**src/rtl/pipelined_rca_pkg.sv**
```systemverilog
// Shared constants and helpers for the pipelined ripple-carry adder.
// Holds the default geometry, the add/subtract mode encoding and the
// chunk-size calculation used by the top level.
package pipelined_rca_pkg;

   localparam int DEFAULT_WIDTH  = 16;
   localparam int DEFAULT_STAGES = 4;

   localparam logic MODE_ADD = 1'b0;
   localparam logic MODE_SUB = 1'b1;

   // Returns bits per stage, or 0 when the width cannot be split evenly
   // into the requested number of stages (caller turns 0 into a fatal).
   function automatic int calcChunk(input int width, input int stages);
      if (stages < 1 || stages > width || (width % stages) != 0) begin
         return 0;
      end
      return width / stages;
   endfunction

endpackage

```
**src/rtl/rca_chunk.sv**
```systemverilog
// Combinational W-bit ripple-carry adder slice built from per-bit
// full-adder equations. Also exposes the carry into the MSB so the
// caller can derive signed overflow from the top slice.
module rca_chunk #(
   parameter int W = 4
) (
   input  logic [W-1:0] a,
   input  logic [W-1:0] b,
   input  logic         cin,
   output logic [W-1:0] s,
   output logic         cout,
   output logic         cmsb
);

   logic [W:0] carry;

   // Ripple the carry bit by bit through textbook full-adder equations.
   always_comb begin
      carry    = '0;
      s        = '0;
      carry[0] = cin;
      for (int i = 0; i < W; i++) begin
         s[i]         = a[i] ^ b[i] ^ carry[i];
         carry[i + 1] = (a[i] & b[i]) | (carry[i] & (a[i] ^ b[i]));
      end
   end

   assign cout = carry[W];
   assign cmsb = carry[W-1];

endmodule

```
**src/rtl/pipelined_rca.sv**
```systemverilog
// Pipelined ripple-carry add/subtract unit with valid/ready handshake.
// The WIDTH-bit operation is split into STAGES chunks; each stage adds one
// chunk and registers the carry for the next. The whole pipe advances as
// one unit whenever the output slot is empty or being consumed.
// Optional build macro PIPELINED_RCA_OVF_EN adds a registered signed
// overflow output 'ovf'.
module pipelined_rca
   import pipelined_rca_pkg::*;
#(
   parameter int WIDTH  = DEFAULT_WIDTH,
   parameter int STAGES = DEFAULT_STAGES
) (
   input  logic             clk,
   input  logic             rst,
   input  logic             in_valid,
   output logic             in_ready,
   input  logic [WIDTH-1:0] a,
   input  logic [WIDTH-1:0] b,
   input  logic             cin,
   input  logic             sub,
   output logic             out_valid,
   input  logic             out_ready,
   output logic [WIDTH-1:0] sum,
   output logic             cout
`ifdef PIPELINED_RCA_OVF_EN
   ,
   output logic             ovf
`endif
);

   localparam int CHUNK_CALC = calcChunk(WIDTH, STAGES);
   localparam int CHUNK      = (CHUNK_CALC > 0) ? CHUNK_CALC : 1;

   if (CHUNK_CALC == 0) begin : g_badConfig
      $fatal(1, "pipelined_rca: WIDTH must be a multiple of STAGES and STAGES in 1..WIDTH");
   end

   logic             advance;
   logic [WIDTH-1:0] bEff;
   logic             cEff;

   logic [WIDTH-1:0] aPipe     [STAGES];
   logic [WIDTH-1:0] bPipe     [STAGES];
   logic [WIDTH-1:0] sumPipe   [STAGES];
   logic             carryPipe [STAGES];
   logic             validPipe [STAGES];

   logic [CHUNK-1:0] chunkSum   [STAGES];
   logic [1:0]       chunkCarry [STAGES];

   assign advance  = !validPipe[STAGES-1] || out_ready;
   assign in_ready = advance;

   assign bEff = (sub == MODE_SUB) ? ~b : b;
   assign cEff = (sub == MODE_SUB) ? 1'b1 : cin;

   // One ripple slice per stage; stage 0 works straight off the ports,
   // later stages work off the operands carried down the pipe.
   for (genvar k = 0; k < STAGES; k++) begin : g_stage
      logic [CHUNK-1:0] opA;
      logic [CHUNK-1:0] opB;
      logic             carryIn;

      if (k == 0) begin : g_first
         assign opA     = a[CHUNK-1:0];
         assign opB     = bEff[CHUNK-1:0];
         assign carryIn = cEff;
      end else begin : g_next
         assign opA     = aPipe[k-1][k*CHUNK +: CHUNK];
         assign opB     = bPipe[k-1][k*CHUNK +: CHUNK];
         assign carryIn = carryPipe[k-1];
      end

      rca_chunk #(
         .W(CHUNK)
      ) u_chunk (
         .a    (opA),
         .b    (opB),
         .cin  (carryIn),
         .s    (chunkSum[k]),
         .cout (chunkCarry[k][1]),
         .cmsb (chunkCarry[k][0])
      );
   end

   // Pipeline registers: the whole pipe shifts together on advance and
   // freezes otherwise, so bubbles keep their slots under backpressure.
   always_ff @(posedge clk) begin
      if (rst) begin
         for (int k = 0; k < STAGES; k++) begin
            validPipe[k] <= 1'b0;
            carryPipe[k] <= 1'b0;
            aPipe[k]     <= '0;
            bPipe[k]     <= '0;
            sumPipe[k]   <= '0;
         end
      end else if (advance) begin
         validPipe[0] <= in_valid;
         carryPipe[0] <= chunkCarry[0][1];
         aPipe[0]     <= a;
         bPipe[0]     <= bEff;
         sumPipe[0]   <= WIDTH'(chunkSum[0]);
         for (int k = 1; k < STAGES; k++) begin
            validPipe[k]                  <= validPipe[k-1];
            carryPipe[k]                  <= chunkCarry[k][1];
            aPipe[k]                      <= aPipe[k-1];
            bPipe[k]                      <= bPipe[k-1];
            sumPipe[k]                    <= sumPipe[k-1];
            sumPipe[k][k*CHUNK +: CHUNK]  <= chunkSum[k];
         end
      end
   end

   assign out_valid = validPipe[STAGES-1];
   assign sum       = sumPipe[STAGES-1];
   assign cout      = carryPipe[STAGES-1];

`ifdef PIPELINED_RCA_OVF_EN
   // Signed overflow from the top slice, registered alongside the final sum.
   always_ff @(posedge clk) begin
      if (rst) begin
         ovf <= 1'b0;
      end else if (advance) begin
         ovf <= chunkCarry[STAGES-1][1] ^ chunkCarry[STAGES-1][0];
      end
   end
`endif

endmodule

```
**config.mk**
```make
export PLATFORM = sky130hd
export DESIGN_NAME = pipelined_rca
export DESIGN_NICKNAME = d
export VERILOG_FILES = /design/src/rtl/pipelined_rca_pkg.sv /design/src/rtl/rca_chunk.sv /design/src/rtl/pipelined_rca.sv
export SDC_FILE = /design/constraint.sdc
export NUM_CORES = 1
export LEC_CHECK = 0
export ABC_AREA = 1
export CELL_PAD_IN_SITES_DETAIL_PLACEMENT = 0
export CELL_PAD_IN_SITES_GLOBAL_PLACEMENT = 1
export CORE_UTILIZATION = 40
export DETAILED_ROUTE_END_ITERATION = 12
export GPL_ROUTABILITY_DRIVEN = 0
export PLACE_DENSITY_LB_ADDON = 0.15
export SLEW_MARGIN = 40
export SYNTH_ARGS = -nofsm -noshare
export SYNTH_HDL_FRONTEND = slang
export SYNTH_HIERARCHICAL = 1
export SYNTH_SLANG_ARGS = --single-unit
```
**constraint.sdc**
```tcl
create_clock -name clk -period 4 [get_ports clk]
set_clock_uncertainty 0.05 [all_clocks]
set_input_delay 0.6 -clock clk [delete_from_list [all_inputs] [get_ports clk]]
set_output_delay 0.6 -clock clk [all_outputs]
set_load 0.005 [all_outputs]
```
==> impl_metrics.csv <==
group,metric,value,unit
logic_synthesis,yosys-top-cells-area,"edfxtp_1, inv_1, fa_1",
logic_synthesis,synth_flop_cell,"edfxtp_1",
worst_setup_path,cp_data_arrival_time,2.96,ns
hold_path,min_from,"aPipe[0][15]",
worst_setup_path,reg2reg_depth,8,
worst_setup_path,reg2reg_setup_slack,1.74,ns
clock_tree,clock_latency,0.36,ns
clock_tree,postCtsHoldBufs,0,
floorplan,die_width,107,um
floorplan,num_io_pins,57,
floorplan,start_util,0.411,
global_routing,grt_usage,0.114,
timing,worstMarginPinSlew,0.671,ns
route,drt_iter0_markers,52,
global_routing,grt_first_pass_wirelength,9980,um
worst_setup_path,slowest_stage,"clkdlybuf4s50_1",
logic_synthesis,yosysTopAreaCell,"edfxtp_1",
logic_synthesis,syn-cell-area,4450,um2
worst_setup_path,rr_endpoint,"sumPipe[1][7]",
global_routing,grt_max_degree,52,
logic_synthesis,yosysUniqueCellTypes,14,
route,finalWirelength,5780,um
clock_tree,cts_resized,0,
run,cap_violations,0,
clock_tree,htreeDepth,3,
placed_design,hpwl,3820,um
logic_synthesis,yosysMostFrequentCell,"inv_1",
finish,seq_area,2880,um2
logic_synthesis,ys_seq_elements,96,
worst_setup_path,critical_path_class,"in2reg",
clock_tree,cts_tree,"yes",
clock_tree,cts_sinks,96,
hold_path,whs_path_depth,2,
floorplan,die-height,107,um
route,via_per_inst,4.07,
finish,n_antenna_cell,0,
global_routing,antenna_found_initial,0,
worst_setup_path,path_cells,"clkdlybuf4s50_1 > xor2_1 > fa_1 > inv_1 > fa_1 > fa_1 > inv_1 > fa_1 > inv_1 > nor2_1",
worst_setup_path,cpPeakStageDelay,0.58,ns
worst_setup_path,crit_fanout,4,
timing,rsz0062_at_grt,"no",
finish,layout.nets,508,
logic_synthesis,synth_warnings,6,
floorplan,core_area,10800,um2
hold_path,hold_class,"reg2reg",
floorplan,die_area,11600,um2
logic_synthesis,netlist_instances,396,
global_routing,grt_overflow,0,
worst_setup_path,cp.required,4.05,ns
pwr,vdd_drop_max,142,uV
route,vias,2437,
logic_synthesis,synthTopCellsByCount,"inv_1, edfxtp_1, nor2_1, nor2_2, nand2_1",
clock_tree,ctsLongestPathBuffers,2,
worst_setup_path,worst_setup_path_end_kind,"flop",
floorplan,row_count,38,
timing,setup_violations,0,
worst_setup_path,r2r-start,"aPipe[0][4]",
timing,fin_crit,2.91,ns
clock_tree,post-cts-setup-buffers,0,
placed_design,post-place-ws,0.675,ns
pwr,p_per_area,386,nW/um2
timing,setup_ws,1.09,ns
worst_setup_path,critPathLaunchType,"input pin",
logic_synthesis,synthArstFlopShare,0,
clock_tree,cts_root_buffer,"clkbuf_8",
timing,finalCritPeriodShare,0.727,
timing,maxSlewViolCount,0,
finish,syn2layout_area_growth,20.0,%
route,wl_per_cell,9.65,um
pwr,cellLeakagePower,2.34,nW
worst_setup_path,crit_top_cell,"fa_1",
logic_synthesis,avgSynthCellArea,11.2,um2
hold_path,hold_end,"aPipe[0][31]",
timing,timing.fmax,344,MHz
route,firstDrtPassIters,4,
finish,multi_input_area,992,um2
placed_design,io_buffers,56,
route,drc_errors,0,
logic_synthesis,syn-num-nets,450,
route,final_antenna_net_count,0,
outcome,status,"finished, final reports clean",
clock_tree,cts.clk_slew.worst_paths,0.09,ns
logic_synthesis,ys_seq_area_frac,0.648,
clock_tree,cts_buffers,9,
global_routing,first_global_vias,2312,
timing,slew_headroom,0.553,
timing,fin_setup_tns,0,ns
timing,final_hold_viol_count,0,
logic_synthesis,synth_edf_count,96,
finish,fill_cells,1008,
logic_synthesis,synth_top_area_frac,0.648,
finish,drive_gt1_frac,0.144,
==> sequential cells by signal (all words and copies together), names as in the netlist <==
signal	cells
sumPipe	40
carryPipe	4
aPipe	24
validPipe	4
bPipe	24
==> cell families after synthesis <==
family | synth area share
buf+inv | 0.133
simple gates | 0.139
flops | 0.648
fa+ha+maj | 0.0720
xor+xnor | 0.00787
==> area by class of cell <==
class,count,area share
clock inverter,7,0.0134
inverter,131,0.0921
sequential,96,0.540
tap,140,0.0328
clock buffer,9,0.0232
multi-input combinational,156,0.186
timing repair buffer,60,0.113
==> worst max-delay path: cells and delay by family <==
kind	cells	cell delay [ns]
xor+xnor	1	0.22
fa+ha+maj	4	1.34
buf+inv	4	0.76
simple gates	1	0.03
==> per-layer routing <==
metal  GRT usage  up-vias  part of all wire
met5           0        -                 0
met4      0.0734        0             0.024
met3      0.0236       11             0.032
met2       0.196       38              0.51
met1       0.129     1120              0.43
li1            -     1268                 -
==> worst max-delay path by stage <==
stage          startpoint       endpoint  depth (start not counted)
2_1_floorplan         rst   aPipe[0][10]                          2
3_3_place_gp          sub  sumPipe[0][3]                         10
3_5_place_dp          sub  sumPipe[0][3]                         10
4_1_cts               sub  sumPipe[0][3]                         10
5_1_grt               sub  sumPipe[0][3]                         10
6_report              sub  sumPipe[0][3]                         10
==> stage by stage <==
stage / util / cell area (um2) / hold slack [ns] / cells / total power (W)
after global routing: 0.493 / 5340 / 0.524 / 599 / 0.00217
after floorplan: - / 4450 / 0.469 / 396 / 0.00138
after global placement: 0.475 / 5140 / 0.472 / 583 / 0.00147
after CTS: 0.493 / 5340 / 0.499 / 599 / 0.00210
after detailed placement: 0.475 / 5140 / 0.481 / 583 / 0.00147
final: 0.493 / 5340 / 0.492 / 599 / 0.00206
==> cell usage in the layout (no fill, tap or decap) <==
cell type        netlist  layout
clkinv_4               0       1
bufinv_16              0       1
buf_4                  2       3
or2_2                  1       1
xor2_1                 4       4
nand2_2                2       1
inv_6                  0       1
nand3_4                0       1
nor2_2                40      40
edfxtp_1              96      96
nand2_1               36      36
clkinvlp_4             0       2
inv_1                128     128
fa_1                  16      16
nor2_1                56      56
nand2_4                0       1
clkdlybuf4s50_1        0      56
buf_12                 0       1
inv_2                  3       3
clkinv_1               0       1
clkbuf_8               0       9
clkinv_2               0       1
==> where the power goes <==
group / switching (W) / internal [W] / total, W
Clock: 0.000331 / 0.000289 / 0.000620
Sequential: 0.0000214 / 0.00119 / 0.00121
Combinational: 0.000119 / 0.000112 / 0.000231
Total: 0.000471 / 0.00159 / 0.00206
Power figures use the tool's default switching activity.
